===== config.mk =====
export PLATFORM = sky130hd
export DESIGN_NAME = seg7_capture_decoder_flat
export DESIGN_NICKNAME = d
export VERILOG_FILES = /design/src/rtl/seg7_capture_decoder_if.sv /design/src/rtl/seg7_capture_decoder.sv /design/src/flat_wrapper.sv
export SDC_FILE = /design/constraint.sdc
export NUM_CORES = 1
export LEC_CHECK = 0
export ABC_CLOCK_PERIOD_IN_PS = 2180
export CORE_ASPECT_RATIO = 1.5
export CORE_UTILIZATION = 55
export DETAILED_ROUTE_END_ITERATION = 10
export PLACE_DENSITY = 0.79
export SYNTH_ARGS = -nofsm -noshare
export SYNTH_HDL_FRONTEND = slang
export SYNTH_SLANG_ARGS = --single-unit

===== constraint.sdc =====
create_clock -name clk -period 2.18 [get_ports clk]
set_input_delay 0.545 -clock clk [delete_from_list [all_inputs] [get_ports clk]]
set_output_delay 0.545 -clock clk [all_outputs]
set_load 0.02 [all_outputs]

===== src/rtl/seg7_capture_decoder_if.sv =====
// Result channel of the 7-segment capture decoder.
// Handshake: the producer raises out_valid with hex_out/sym_out/out_err
// stable; they stay frozen until a rising clock edge where out_ready=1,
// which completes the transfer. out_ready is ignored while out_valid=0.
interface seg7_capture_decoder_if;
    logic       out_valid;
    logic       out_ready;
    logic [3:0] hex_out;
    logic [1:0] sym_out;
    logic       out_err;

    modport master (
        output out_valid,
        output hex_out,
        output sym_out,
        output out_err,
        input  out_ready
    );

    modport slave (
        input  out_valid,
        input  hex_out,
        input  sym_out,
        input  out_err,
        output out_ready
    );
endinterface


===== src/rtl/seg7_capture_decoder.sv =====
// Samples an active-low 7-segment bus, waits for it to be stable and
// delivers each new pattern once, decoded to a hex digit or symbol class.
module seg7_capture_decoder #(
    parameter int unsigned STABLE_CYCLES = 4,
    parameter int unsigned CNT_W         = 8
) (
    input  logic                          clk,
    input  logic                          rst_n,
    input  logic [6:0]                    seg_in,
    input  logic                          sample_en,
    input  logic                          clr_ovr,
    output logic                          overrun,
    output logic                          dbg_state,
    seg7_capture_decoder_if.master        out_if
);

    typedef enum logic {
        ST_SETTLE = 1'b0,
        ST_HOLD   = 1'b1
    } state_t;

    localparam logic [CNT_W-1:0] STABLE_N = CNT_W'(STABLE_CYCLES);

    // Returns {err, sym[1:0], hex[3:0]} for an active-low g..a pattern.
    function automatic logic [6:0] decode(input logic [6:0] p);
        logic [6:0] r;
        case (p)
            7'b1000000: r = {1'b0, 2'b00, 4'h0};
            7'b1111001: r = {1'b0, 2'b00, 4'h1};
            7'b0100100: r = {1'b0, 2'b00, 4'h2};
            7'b0110000: r = {1'b0, 2'b00, 4'h3};
            7'b0011001: r = {1'b0, 2'b00, 4'h4};
            7'b0010010: r = {1'b0, 2'b00, 4'h5};
            7'b0000010: r = {1'b0, 2'b00, 4'h6};
            7'b1111000: r = {1'b0, 2'b00, 4'h7};
            7'b0000000: r = {1'b0, 2'b00, 4'h8};
            7'b0010000: r = {1'b0, 2'b00, 4'h9};
            7'b0001000: r = {1'b0, 2'b00, 4'hA};
            7'b0000011: r = {1'b0, 2'b00, 4'hB};
            7'b1000110: r = {1'b0, 2'b00, 4'hC};
            7'b0100001: r = {1'b0, 2'b00, 4'hD};
            7'b0000110: r = {1'b0, 2'b00, 4'hE};
            7'b0001110: r = {1'b0, 2'b00, 4'hF};
            7'b0111111: r = {1'b0, 2'b01, 4'h0};
            7'b0110110: r = {1'b0, 2'b10, 4'h0};
            7'b1111111: r = {1'b0, 2'b11, 4'h0};
            default:    r = {1'b1, 2'b00, 4'h0};
        endcase
        return r;
    endfunction

    state_t           state_q;
    logic [6:0]       sample_q, sample_d;
    logic [CNT_W-1:0] cnt_q, cnt_d;
    logic [6:0]       last_q;
    logic             have_last_q;
    logic             valid_q;
    logic [3:0]       hex_q;
    logic [1:0]       sym_q;
    logic             err_q;
    logic             ovr_q;

    logic             stable;
    logic             is_new;
    logic             ovr_set;
    logic [6:0]       dec;

    // Next sample/run length: qualified samples only, run saturates at STABLE_N.
    always_comb begin
        sample_d = sample_q;
        cnt_d    = cnt_q;
        if (sample_en) begin
            sample_d = seg_in;
            if (seg_in != sample_q) begin
                cnt_d = CNT_W'(1);
            end else if (cnt_q != STABLE_N) begin
                cnt_d = cnt_q + CNT_W'(1);
            end
        end
    end

    assign stable  = (cnt_q == STABLE_N);
    assign is_new  = !have_last_q || (sample_q != last_q);
    assign ovr_set = (state_q == ST_HOLD) && stable && (sample_q != last_q);
    assign dec     = decode(sample_q);

    // Sample register and stability counter.
    always_ff @(posedge clk or negedge rst_n) begin
        if (!rst_n) begin
            sample_q <= 7'b1111111;
            cnt_q    <= '0;
        end else begin
            sample_q <= sample_d;
            cnt_q    <= cnt_d;
        end
    end

    // Delivery FSM with registered result, dedup memory and sticky overrun.
    always_ff @(posedge clk or negedge rst_n) begin
        if (!rst_n) begin
            state_q     <= ST_SETTLE;
            valid_q     <= 1'b0;
            hex_q       <= 4'h0;
            sym_q       <= 2'b00;
            err_q       <= 1'b0;
            last_q      <= 7'b0;
            have_last_q <= 1'b0;
            ovr_q       <= 1'b0;
        end else begin
            case (state_q)
                ST_SETTLE: begin
                    if (stable && is_new) begin
                        err_q       <= dec[6];
                        sym_q       <= dec[5:4];
                        hex_q       <= dec[3:0];
                        last_q      <= sample_q;
                        have_last_q <= 1'b1;
                        valid_q     <= 1'b1;
                        state_q     <= ST_HOLD;
                    end
                end
                ST_HOLD: begin
                    if (out_if.out_ready) begin
                        valid_q <= 1'b0;
                        state_q <= ST_SETTLE;
                    end
                end
                default: state_q <= ST_SETTLE;
            endcase
            // A new stable pattern while holding beats a same-edge clear.
            if (ovr_set) begin
                ovr_q <= 1'b1;
            end else if (clr_ovr) begin
                ovr_q <= 1'b0;
            end
        end
    end

    assign out_if.out_valid = valid_q;
    assign out_if.hex_out   = hex_q;
    assign out_if.sym_out   = sym_q;
    assign out_if.out_err   = err_q;
    assign overrun          = ovr_q;
    assign dbg_state        = state_q;

endmodule


===== src/flat_wrapper.sv =====
// flat-port wrapper written by rule: the top's interface ports become plain ports
module seg7_capture_decoder_flat 
#(
    parameter int unsigned STABLE_CYCLES = 4,
    parameter int unsigned CNT_W         = 8
)
  (clk, rst_n, seg_in, sample_en, clr_ovr, overrun, dbg_state, out_if_out_valid, out_if_hex_out, out_if_sym_out, out_if_out_err, out_if_out_ready);
  seg7_capture_decoder_if out_if_i ();
  input  logic clk;
  input  logic rst_n;
  input  logic [6:0] seg_in;
  input  logic sample_en;
  input  logic clr_ovr;
  output logic overrun;
  output logic dbg_state;
  output wire logic [$bits(out_if_i.out_valid)-1:0] out_if_out_valid;
  output wire logic [$bits(out_if_i.hex_out)-1:0] out_if_hex_out;
  output wire logic [$bits(out_if_i.sym_out)-1:0] out_if_sym_out;
  output wire logic [$bits(out_if_i.out_err)-1:0] out_if_out_err;
  input wire logic [$bits(out_if_i.out_ready)-1:0] out_if_out_ready;
  assign out_if_out_valid = out_if_i.out_valid;
  assign out_if_hex_out = out_if_i.hex_out;
  assign out_if_sym_out = out_if_i.sym_out;
  assign out_if_out_err = out_if_i.out_err;
  assign out_if_i.out_ready = out_if_out_ready;
  seg7_capture_decoder #(.STABLE_CYCLES(STABLE_CYCLES), .CNT_W(CNT_W)) u_core (.clk(clk), .rst_n(rst_n), .seg_in(seg_in), .sample_en(sample_en), .clr_ovr(clr_ovr), .overrun(overrun), .dbg_state(dbg_state), .out_if(out_if_i));
endmodule

==> flow_metrics.py <==
metrics = {
    "cells_and_area": {
        "drive_gt1_frac": 0.175,
        "design_area_um2": 2230,
        "seqCellArea_um2": 835,
        "fin_util": 0.700,
        "final_common_cell": "dfrtp_1",
        "area_growth_pct": 20.9,
        "nNetsFinal": 225,
        "n_antenna_cell": 0,
        "fillers": 249,
        "final_cell_mix": "dfrtp_1, clkdlybuf4s50_1, nand2_1",
        "multi_input_area_um2": 918,
    },
    "logic_synthesis": {
        "netlist_area_um2": 1850,
        "synth_top_area_cell": "dfrtp_1",
        "synth_top_area_frac": 0.352,
        "synth_nets": 200,
        "ys_seq_area_frac": 0.452,
        "syn_inst": 186,
        "netlist_top_cells_area": "dfrtp_1, dfstp_2, xor2_1",
        "ys_types": 49,
        "ys_ff_latch": 33,
        "synth.avg_cell_area_um2": 9.93,
        "ys.flop_type": "dfrtp_1",
        "ys_async_sr_fraction": 1.00,
        "synth-edff-count": 0,
        "yosysWarnings": 0,
    },
    "worst_setup_path": {
        "endpoint": "u_core.out_if.sym_out[1]",
        "r2r-start": "u_core.cnt_q[0]",
        "r2r-end": "u_core.out_if.sym_out[1]",
        "worst-path-max-fanout": 24,
        "rr_worst_depth": 7,
        "crit_path_end_kind": "flip-flop",
        "worstPathRequired_ps": 2360,
        "worstPathArrival_ps": 2250,
        "crit_path_start": "u_core.cnt_q[0]",
        "path_class": "flip-flop to flip-flop",
        "critPathLaunchType": "flip-flop",
        "r2r_setup_slack_ps": 100,
    },
    "placement": {
        "gp_congestion": 0.873,
        "dpl.hpwl_um": 2870,
        "port_buffers": 21,
        "postPlaceCellArea_um2": 2130,
    },
    "timing": {
        "max_freq_ghz": 0.481,
        "tns_ps": 0,
        "slew_viol_final": 0,
        "setup_viol": 0,
        "rsz0062_at_grt": "no",
        "fin_skew_ps": 3.81,
        "period_minus_slack_ps": 2080,
        "hold_violations": 0,
        "tightest_slew_ps": 435,
        "finalCritPeriodShare": 0.953,
        "maxSlewHeadroom": 0.708,
    },
    "clock_network": {
        "ctsResizeCount": 0,
        "postCtsHoldBufs": 0,
        "cts_tree": "yes",
        "clkSlewWorstSetupHoldPaths_ps": 70,
        "htree_levels": 2,
        "clock_sinks": 33,
        "cts_buffer_depth": 2,
        "cts_setup_buffers": 0,
        "clockRootBuffer": "clkbuf_8",
        "cts_made_buffers": 5,
        "clock_latency_ps": 280,
    },
    "die": {
        "initial_core_util": 0.579,
        "die_w_um": 49.3,
        "die_y_um": 73.0,
        "io_pins": 22,
        "die_area_um2": 3600,
        "rows": 25,
        "core_area_um2": 3190,
    },
    "global_routing": {
        "grt-ovfl-total": 0,
        "grt_max_degree": 34,
        "first_global_vias": 1623,
        "antenna_found_initial": 0,
        "grt_pass1_wl_um": 7000,
        "grt.total_usage": 0.260,
    },
    "power_and_ir_drop": {
        "irDropWorstVdd_mv": 0.539,
        "cellLeakagePower_nw": 0.948,
        "power.density_nw_per_um2": 617,
    },
    "min_path": {
        "hp-start": "u_core.out_if.hex_out[1]",
        "hold_class": "flip-flop to flip-flop",
    },
    "job": {
        "maxCapViolations": 0,
    },
    "route": {
        "drtIter0Drc": 79,
        "vias": 1519,
        "drtAntennaViolNets": 0,
        "avgViaCountPerCell": 6.03,
        "routed_wl_um": 4030,
        "drc": 0,
        "dr.pass1.iters": 5,
        "wl_per_cell_um": 16.0,
    },
    "outcome": {
        "status": "completed",
    },
}
==> cell type report <==
cell class / count / share of cell area
flip-flops and latches: 33 / 0.374
repair buffers: 31 / 0.133
inverters: 8 / 0.0135
clock inverters: 1 / 0.00224
well taps: 40 / 0.0224
multi-input cells: 132 / 0.411
clock buffers: 7 / 0.0432
==> worst max-delay path: stages, from the launching register on <==
cell and delay [ps]:
dfrtp_1 410, inv_1 130, ha_1 150, nor4b_2 230, nand3_2 130, a311o_1 380
buf_12 180, o41ai_2 360
==> worst min path at each step <==
stage,endpoint,cells past startpoint
final,u_core.out_if.hex_out[1],2
after global routing,u_core.out_if.out_err,1
after CTS,u_core.out_if.hex_out[1],2
after detailed placement,u_core.out_if.hex_out[1],2
after global placement,u_core.have_last_q,1
after floorplan,u_core.cnt_q[0],0
==> layer usage <==
layer	track usage	part of all wire	vias to the layer above
met4	0.193	0.037	0
met1	0.277	0.38	737
met2	0.447	0.54	53
li1	-	-	715
met5	0	0	-
met3	0.0563	0.042	14
==> Yosys cell counts (all sizes together) (3+ instances only) <==
cell type and n:
nor3 11, nand3 5, inv 8, nor4 4
buf 5, dfrtp 26, and2 3, nand4 3
xor2 11, clkbuf 8, o21ai 14, nor2 8
dfstp 7, xnor2 9, nand2 14, a21oi 7
mux2 10
==> through the flow <==
step / power (mW) / std cells / hold slack [ps] / setup slack, ps
6_report: 1.38 / 252 / 483 / 103
5_1_grt: 1.43 / 252 / 511 / 3.99
4_1_cts: 1.39 / 252 / 490 / 84.2
3_5_place_dp: 0.871 / 244 / 474 / 25.0
3_3_place_gp: 0.866 / 244 / 460 / 109
2_1_floorplan: 0.793 / 186 / 249 / 198
==> flip-flops by register name, summed over array words and instances (netlist names), 2 cells and up <==
name                   flops
u_core.cnt_q               8
u_core.last_q              7
u_core.out_if.hex_out      4
u_core.out_if.sym_out      2
u_core.sample_q            7
==> logic make-up (layout without fill, tap and decap cells) <==
logic type,after synthesis,count (layout),synth area share
buf+inv,21,47,0.0528
compound gates,37,37,0.138
fa+ha+maj,2,2,0.0135
simple gates,63,63,0.188
xor+xnor,20,20,0.0949
flops,33,33,0.452
mux,10,10,0.0610
==> power breakdown <==
group          switching [mW]  internal (mW)
clock network           0.225          0.285
logic                   0.105         0.0879
registers              0.0341          0.639
total                   0.364           1.01
Power figures use the tool's default switching activity.
==> variant: new RTL, same flow settings <==
`CNT_W` is set to 8 in 2 places; all go to 7.
--- a/src/rtl/seg7_capture_decoder.sv
+++ b/src/rtl/seg7_capture_decoder.sv
@@ -3,5 +3,5 @@
 module seg7_capture_decoder #(
     parameter int unsigned STABLE_CYCLES = 4,
-    parameter int unsigned CNT_W         = 8
+    parameter int unsigned CNT_W         = 7
 ) (
     input  logic                          clk,
--- a/src/flat_wrapper.sv
+++ b/src/flat_wrapper.sv
@@ -3,5 +3,5 @@
 #(
     parameter int unsigned STABLE_CYCLES = 4,
-    parameter int unsigned CNT_W         = 8
+    parameter int unsigned CNT_W         = 7
 )
   (clk, rst_n, seg_in, sample_en, clr_ovr, overrun, dbg_state, out_if_out_valid, out_if_hex_out, out_if_sym_out, out_if_out_err, out_if_out_ready);
Formal check against the unedited RTL: no difference found for any inputs over 10 cycles, from zero or initial values and one cycle with rst_n low; that may be too few to reach the edited logic, so the function may still have changed.
==> variant against the unedited design <==
- non-clock buffer count grew 1
- via count is 6.9% higher
- clock skew grew 0.0048 ns
- area after synthesis grew 5.4%
- routed wire length is 0.55% lower
- power rose by 9.2%
- synthesized cell count grew 12%
- first-iteration DRC count is 7.6% lower
- critical path type unchanged
- sequential cell count shrank 1
- sequential share of layout area down 2.4 points
- setup slack improved by 0.091 ns
- fmax increased by 4.6%
- design area is 3.8% higher
==> variant: results (changes against the unedited design) <==
Outcome
  – Outcome: finished clean (unchanged)

Place
  – DP Area: 2200 µm² (was 2130 µm²)
  – Setup WS pre-CTS: -0.00779 ns (was 0.0250 ns)
  – GPL Wtd Cong: 0.849 (was 0.873)

Global routing
  – Met2 Usage GRT: 0.427 (was 0.447)
  – Global-route met1 utilization: 0.291 (was 0.277)
  – M3 GR Usage: 0.0626 (was 0.0563)
  – Tot GR Track Use: 0.251 (was 0.260)
  – Global-route wire length before repair: 6970 µm (was 7000 µm)

STA
  – Clk_skew: 0.00862 ns (was 0.00381 ns)
  – Min Hold Slack: 0.478 ns (was 0.483 ns)

Layout
  – Non-clk invs: 11 (was 8)
  – Multi-In Gates: 149 (was 132)
  – Total Nets Final: 245 (was 225)
  – Multi-input logic area: 1010 µm² (was 918 µm²)

Power and ir drop
  – Worst VDD drop: 0.515 mV (was 0.539 mV)

Worst setup path
  – Worst setup path endpoint: u_core.out_if.out_err$_DFFE_PN0P_ (was u_core.out_if.sym_out[1]$_DFFE_PN0P_)
  – CP max stage delay: 0.46 ns (was 0.41 ns)
  – Worst-path fanout max: 11 (was 24)
  – Worst Reg-to-Reg Cells: 6 (was 7)
  – FF-to-FF setup slack: 0.19 ns (was 0.10 ns)

Min path
  – HP Start: u_core.out_if.sym_out[0]$_DFFE_PN0P_ (was u_core.out_if.hex_out[1]$_DFFE_PN0P_)
  – Hold Path End: u_core.out_if.sym_out[0]$_DFFE_PN0P_ (was u_core.out_if.hex_out[1]$_DFFE_PN0P_)

Routing
  – Avg WL per Cell: 14.6 µm (was 16.0 µm)
  – Via density: 5.93 (was 6.03)

Clock network
  – CTS sink cnt: 32 (was 33)

Logic synthesis
  – Synthesized net count: 223 (was 200)

Floorplan
  – Die Area: 3780 µm² (was 3600 µm²)
-- variant: worst register-to-register path, cell delays in order (launching register included) --
cell      delay [ns]
dfrtp_1         0.46
nor4_4          0.35
nand3_2         0.15
a311o_1         0.36
buf_4           0.19
a211oi_2        0.22
a32o_1          0.20
-- variant: power groups by stage --
stage               clock [mW]  sequential (mW)  combinational, mW
CTS                      0.585            0.651              0.272
floorplan                    0            0.653              0.189
finish                   0.576            0.651              0.275
detailed placement           0            0.662              0.271
global route             0.604            0.654              0.307
global placement             0            0.660              0.264
-- variant: cell families after synthesis --
group                    Yosys count  synth area share
AO/OA/AOI/OAI                     41             0.142
XOR/XNOR                          22            0.0990
adder cells (fa/ha/maj)            2            0.0129
buffers and inverters             28            0.0688
flip-flops                        32             0.416
multiplexers                       9            0.0560
AND/OR/NAND/NOR                   75             0.205
-- variant: per-layer routing --
metal  wire (µm)  vias to the layer above
met1        1600                      765
met5           0                        -
met3         199                       18
li1            -                      780
met4         151                        0
met2        2060                       61
